[src/rtl/cpu_pkg.sv]
// ---------------------------------------------------------------------------
// cpu_pkg
// Shared constants for the pipelined core's fetch path.
//   INSTR_W    : instruction word width
//   PC_INC     : byte distance between sequential instruction words
//   INSTR_NONE : value driven on the instruction bus when nothing is valid
// ---------------------------------------------------------------------------
package cpu_pkg;
    localparam int INSTR_W = 32;
    localparam int PC_INC = 4;
    localparam logic [INSTR_W-1:0] INSTR_NONE = 32'b0;
endpackage

[src/rtl/fetch_fifo.sv]
// ---------------------------------------------------------------------------
// fetch_fifo
// Circular buffer holding instruction words returned by memory until the
// fetch stage consumes them. The head is presented combinationally.
// Ports:
//   clk        : clock, rising edge
//   reset      : synchronous, active-low
//   clear_i    : discard all contents (takes priority over push/pop)
//   push_i     : write pushData_i at the tail
//   pushData_i : word to write
//   pop_i      : drop the head entry
//   count_o    : number of valid entries
//   empty_o    : no valid entries
//   head_o     : oldest entry (meaningless when empty)
// ---------------------------------------------------------------------------
module fetch_fifo
    import cpu_pkg::*;
#(
    parameter int DEPTH = 4,
    parameter int CNT_W = $clog2(DEPTH) + 1
) (
    input  logic               clk,
    input  logic               reset,
    input  logic               clear_i,
    input  logic               push_i,
    input  logic [INSTR_W-1:0] pushData_i,
    input  logic               pop_i,
    output logic [CNT_W-1:0]   count_o,
    output logic               empty_o,
    output logic [INSTR_W-1:0] head_o
);

    logic [CNT_W-1:0] count_q, count_d;

    // Occupancy: a push and a pop in the same cycle cancel out.
    always_comb begin
        count_d = count_q;
        if (clear_i) begin
            count_d = '0;
        end else if (push_i && !pop_i) begin
            count_d = count_q + CNT_W'(1);
        end else if (!push_i && pop_i) begin
            count_d = count_q - CNT_W'(1);
        end
    end

    // Occupancy register with synchronous active-low reset.
    always_ff @(posedge clk) begin
        if (!reset) begin
            count_q <= '0;
        end else begin
            count_q <= count_d;
        end
    end

    assign count_o = count_q;
    assign empty_o = (count_q == '0);

    generate
        if (DEPTH == 1) begin : gSingle
            logic [INSTR_W-1:0] data_q;

            // A single-entry buffer needs no pointers; the one slot is the head.
            always_ff @(posedge clk) begin
                if (push_i) begin
                    data_q <= pushData_i;
                end
            end

            assign head_o = data_q;
        end else begin : gRing
            localparam int PTR_W = $clog2(DEPTH);
            localparam logic [PTR_W-1:0] LAST = PTR_W'(DEPTH - 1);

            logic [INSTR_W-1:0] mem_q [DEPTH];
            logic [PTR_W-1:0]   rdPtr_q, wrPtr_q;

            // Storage is never read while empty, so it carries no reset.
            always_ff @(posedge clk) begin
                if (push_i) begin
                    mem_q[wrPtr_q] <= pushData_i;
                end
            end

            // Read/write pointers wrap explicitly so any depth works.
            always_ff @(posedge clk) begin
                if (!reset || clear_i) begin
                    rdPtr_q <= '0;
                    wrPtr_q <= '0;
                end else begin
                    if (push_i) begin
                        wrPtr_q <= (wrPtr_q == LAST) ? '0 : wrPtr_q + PTR_W'(1);
                    end
                    if (pop_i) begin
                        rdPtr_q <= (rdPtr_q == LAST) ? '0 : rdPtr_q + PTR_W'(1);
                    end
                end
            end

            assign head_o = mem_q[rdPtr_q];
        end
    endgenerate

endmodule

[src/rtl/fetch_queue.sv]
// ---------------------------------------------------------------------------
// fetch_queue
// Instruction prefetch queue between the instruction memory port and the
// fetch stage. Issues in-order sequential word requests, buffers returned
// words and presents the word at PCF with a valid flag. A PCF that leaves the
// expected sequential stream flushes the buffer and turns every in-flight
// response into one that is silently discarded on arrival.
// Configuration macro FETCH_PREFETCH_EN:
//   defined     : up to DEPTH words buffered plus outstanding
//   not defined : demand fetch, one word buffered or outstanding at a time
// Ports:
//   clk, reset  : clock and synchronous active-low reset
//   PCF, StallF : fetch address and fetch stall from the pipeline
//   InstrF      : word at PCF, zero when not valid
//   InstrValidF : InstrF holds the word at PCF
//   IMissF      : inverse of InstrValidF, stall request to the hazard unit
//   imem_req, imem_addr, imem_gnt : request handshake to instruction memory
//   imem_rvalid, imem_rdata       : in-order responses, one per grant
// ---------------------------------------------------------------------------
module fetch_queue
    import cpu_pkg::*;
#(
    parameter int DEPTH  = 4,
    parameter int ADDR_W = 32
) (
    input  logic               clk,
    input  logic               reset,
    input  logic [ADDR_W-1:0]  PCF,
    input  logic               StallF,
    output logic [INSTR_W-1:0] InstrF,
    output logic               InstrValidF,
    output logic               IMissF,
    output logic               imem_req,
    output logic [ADDR_W-1:0]  imem_addr,
    input  logic               imem_gnt,
    input  logic               imem_rvalid,
    input  logic [INSTR_W-1:0] imem_rdata
);

`ifdef FETCH_PREFETCH_EN
    localparam int LIMIT = DEPTH;
`else
    localparam int LIMIT = 1;
`endif
    localparam int FIFO_CW = $clog2(LIMIT) + 1;
    localparam int CNT_W   = $clog2(DEPTH) + 2;
    localparam logic [ADDR_W-1:0] INC = ADDR_W'(PC_INC);

    logic [ADDR_W-1:0]  expAddr_q, expAddr_d;
    logic [ADDR_W-1:0]  nextAddr_q, nextAddr_d;
    logic [CNT_W-1:0]   inflight_q, inflight_d;
    logic [CNT_W-1:0]   drop_q, drop_d;
    logic [FIFO_CW-1:0] fifoCount;
    logic               fifoEmpty;
    logic [INSTR_W-1:0] fifoHead;
    logic [CNT_W-1:0]   occupancy;
    logic               redirect, grant, dropResp, push, hit, pop;

    // A PC that is not the word we expected to hand out next means the
    // pipeline branched; buffered words count as gone in this very cycle so
    // the new target can be requested immediately.
    assign redirect  = (PCF != expAddr_q);
    assign occupancy = (redirect ? '0 : CNT_W'(fifoCount)) + inflight_q + drop_q;

    // Requests are held off during reset so the memory sees a quiet bus.
    assign imem_req  = reset && (occupancy < CNT_W'(LIMIT));
    assign imem_addr = redirect ? PCF : nextAddr_q;
    assign grant     = imem_req && imem_gnt;

    // Stale responses are consumed first because responses return in order.
    assign dropResp  = imem_rvalid && (drop_q != '0);
    assign push      = imem_rvalid && !dropResp && !redirect;

    assign hit         = reset && !redirect && !fifoEmpty;
    assign pop         = hit && !StallF;
    assign InstrValidF = hit;
    assign IMissF      = !hit;
    assign InstrF      = hit ? fifoHead : INSTR_NONE;

    // Counter and address update. On a redirect every live request becomes
    // stale (a response arriving now is one of them), and only a request
    // granted this cycle for the new target is live.
    always_comb begin
        inflight_d = inflight_q;
        drop_d     = drop_q;
        expAddr_d  = expAddr_q;
        nextAddr_d = nextAddr_q;
        if (redirect) begin
            drop_d     = drop_q + inflight_q - CNT_W'(imem_rvalid);
            inflight_d = CNT_W'(grant);
            expAddr_d  = PCF;
            nextAddr_d = grant ? PCF + INC : PCF;
        end else begin
            if (dropResp) begin
                drop_d = drop_q - CNT_W'(1);
            end
            inflight_d = inflight_q + CNT_W'(grant) - CNT_W'(push);
            if (pop) begin
                expAddr_d = expAddr_q + INC;
            end
            if (grant) begin
                nextAddr_d = nextAddr_q + INC;
            end
        end
    end

    // State registers with synchronous active-low reset.
    always_ff @(posedge clk) begin
        if (!reset) begin
            expAddr_q  <= '0;
            nextAddr_q <= '0;
            inflight_q <= '0;
            drop_q     <= '0;
        end else begin
            expAddr_q  <= expAddr_d;
            nextAddr_q <= nextAddr_d;
            inflight_q <= inflight_d;
            drop_q     <= drop_d;
        end
    end

    fetch_fifo #(
        .DEPTH (LIMIT),
        .CNT_W (FIFO_CW)
    ) uFifo (
        .clk        (clk),
        .reset      (reset),
        .clear_i    (redirect),
        .push_i     (push),
        .pushData_i (imem_rdata),
        .pop_i      (pop),
        .count_o    (fifoCount),
        .empty_o    (fifoEmpty),
        .head_o     (fifoHead)
    );

endmodule

[config.mk]
export PLATFORM = sky130hd
export DESIGN_NAME = fetch_queue
export DESIGN_NICKNAME = d
export VERILOG_FILES = /design/src/rtl/cpu_pkg.sv /design/src/rtl/fetch_fifo.sv /design/src/rtl/fetch_queue.sv
export SDC_FILE = /design/constraint.sdc
export NUM_CORES = 1
export LEC_CHECK = 0
export ABC_AREA = 1
export BUFFER_PORTS_ARGS = -buffer_cell sky130_fd_sc_hd__buf_4
export CORE_AREA = 2 2 156 158
export CTS_CLUSTER_DIAMETER = 30
export DETAILED_ROUTE_END_ITERATION = 10
export DIE_AREA = 0 0 158 160
export PLACE_DENSITY = 0.62
export SETUP_SLACK_MARGIN = 0.15
export SYNTH_ARGS = -nofsm -noshare
export SYNTH_HDL_FRONTEND = slang
export SYNTH_SLANG_ARGS = --single-unit
[constraint.sdc]
create_clock -name clk -period 12.8 [get_ports clk]
set_input_delay 0.64 -clock clk [delete_from_list [all_inputs] [get_ports clk]]
set_output_delay 0.64 -clock clk [all_outputs]
set_load 0.01 [all_outputs]
==> results_dict.tcl <==
set metrics [dict create \
    ioPinCount 136 \
    netlist.area_leader.share 0.199 \
    row_count 57 \
    grt_pass1_wl_um 41600 \
    fin_crit_ns 4.11 \
    wl_per_cell_um 14.8 \
    synth-xor-area-share 0.0659 \
    clock_sinks 103 \
    path_class "flop to output port" \
    area_growth_pct 18.9 \
    synth.distinct_cells 32 \
    cp_max_fo 65 \
    outcome "complete, no violations" \
    yosysWarningCount 0 \
    ir_drop_mv 0.0658 \
    ys_seq_area_frac 0.294 \
    track_usage 0.209 \
    power.leakage_nw 4.53 \
    synth_adder_area_share 0.0361 \
    synthSimpleGateAreaFrac 0.378 \
    ctsRootBufferMaster "clkbuf_16" \
    final_cell_mix "nand2_1 (428), inv_1 (183), nor2_1 (180)" \
    port-buffer-count 135 \
    place.gp.congestion 0.923 \
    synthArstFlopShare 0 \
    rsz0062_at_grt "false" \
    overflow 0 \
    worstSetupEndpointType "output port" \
    timing.setup.tns_ns 0 \
    cap_violations 0 \
    final_max_slew_viol_count 0 \
    cts_made_buffers 9 \
    syn_inst 1343 \
    drc 0 \
    worst_ep_arrival_time_ns 3.47 \
    synth_edf_count 32 \
    grt_max_degree 66 \
    grt_antenna_before_repair 0 \
    die_area_sq_um 25300 \
    antenna_cells 0 \
    drtIter0Drc 758 \
    ant_nets 0 \
    power_uw 883 \
    finClkSkew_ns 0.00844 \
    dieHeight_um 160 \
    post-route-period-util 0.321 \
    postCtsSetupRepairBufs 0 \
    avgSynthCellArea_sq_um 6.04 \
    vias_per_cell 4.84 \
    cts_max_path_buffers 2 \
    hold_path_class "input port to flop" \
    start_util 0.340 \
    final_core_util 0.405 \
    worstMarginPinSlew_ns 0.849 \
    place_area_sq_um 9360 \
    timing.fmax_mhz 244 \
    wirelength_um 26300 \
    synth-main-ff-cell "dfxtp_1" \
    synth_compound_area_frac 0.107 \
    ys_seq_elements 103 \
    critPathRequiredTime_ns 12.16 \
    syn_area_sq_um 8110 \
    vias 8593 \
    start_kind "flop" \
    hpwl_um 20000 \
    coreArea_sq_um 23800 \
    synth_top_family_by_area "simple AND/OR/NAND/NOR gates" \
    final-setup-viol-count 0 \
    synth_area_leaders "nand2_1 (20%), dfxtp_1 (18%), edfxtp_1 (12%)" \
    synthMuxAreaShare 0 \
    yosysTopAreaCell "nand2_1" \
    cts_tree "built" \
    cts_resized 0 \
    syn_nets 1433 \
    max-slew-margin-rel 0.433 \
    first_global_vias 7900 \
    drtPass1Iterations 6 \
    htree_levels 3 \
    drive_above_1_share 0.121 \
    final_common_cell "nand2_1" \
    p_per_area_nw_per_um2 91.7 \
    path_clk_slew_ns 0.08 \
    clock_latency_ns 0.37 \
    holdBufCountCts 0 \
    stdcell_area_sq_um 9640 \
    final_hold_viol_count 0 \
    fin_nets 1537 \
    fp.dieW_um 158 \
]
-- flip-flops by register name, summed over array words and instances, names as in the netlist --
signal	cells
expAddr_q	32
uFifo.head_o	32
nextAddr_q	30
drop_q	4
inflight_q	4
uFifo.count_o	1
-- metal layers --
metal | track usage | vias to the layer above | share of wire
met4 | 0.0790 | 0 | 0.035
li1 | - | 4420 | -
met2 | 0.335 | 349 | 0.45
met1 | 0.285 | 3774 | 0.44
met5 | 0 | - | 0
met3 | 0.0288 | 50 | 0.077
-- per-stage QoR --
| stage | setup slack [ns] | hold slack [ns] | std cells |
|---|---|---|---|
| floorplan | 8.27 | 0.457 | 1343 |
| global placement | 8.39 | 0.474 | 1760 |
| CTS | 8.63 | 0.434 | 1776 |
| global route | 8.17 | 0.435 | 1776 |
| detailed placement | 8.33 | 0.475 | 1760 |
| finish | 8.69 | 0.447 | 1776 |
-- worst paths after layout --
check	from	endpoint	slack, ns	cells after the start
hold / removal	imem_rdata[10]	uFifo.head_o[10]$_DFFE_PP_	0.45	1
setup / recovery	expAddr_q[4]$_SDFFE_PN0P_	InstrF[13]	8.69	12
hold reg to reg	nextAddr_q[30]$_SDFFE_PN0P_	nextAddr_q[30]$_SDFFE_PN0P_	0.49	2
setup reg to reg	expAddr_q[4]$_SDFFE_PN0P_	inflight_q[2]$_SDFF_PP0_	8.69	21
-- critical path, cell delays in order, from the launching register on --
cell and delay [ns]:
dfxtp_1 0.44, inv_1 0.06, nand2_1 0.06, nand2_1 0.05, nor2_1 0.20, nand2_1 0.07
nor2_1 0.12, nand2_1 0.11, nor2_4 0.16, buf_4 0.63, nand3_2 0.68, nor2_1 0.33
buf_4 0.17
-- Yosys cell counts (18+ instances only) --
library cell,count
edfxtp_1,32
nand2_1,429
buf_2,22
inv_1,183
xor2_1,51
nand3_1,80
nor2_1,180
a21oi_1,49
nor3_1,37
clkbuf_1,18
dfxtp_1,71
o21ai_0,86
-- cell families (layout without fill, tap and decap cells) --
| logic type | count (synthesis) | in the layout |
|---|---|---|
| XOR/XNOR | 61 | 61 |
| adder cells (fa/ha/maj) | 21 | 21 |
| AO/OA/AOI/OAI | 162 | 162 |
| AND/OR/NAND/NOR | 754 | 754 |
| buffers and inverters | 242 | 351 |
| flip-flops | 103 | 103 |
-- power breakdown --
part	switching, mW	internal (mW)	leakage (nW)
Sequential	0.0228	0.357	0.878
Combinational	0.139	0.0903	3.53
Clock	0.140	0.134	0.126
-- cell type report --
class	count	area, sq um
fill	2689	14200
timing repair buffer	142	1070
multi-input combinational	998	4780
sequential	103	2380
clock inverter	7	55.1
inverter	193	724
clock buffer	9	225
tap	324	405
No activity file was read; power rests on OpenSTA's default activity.
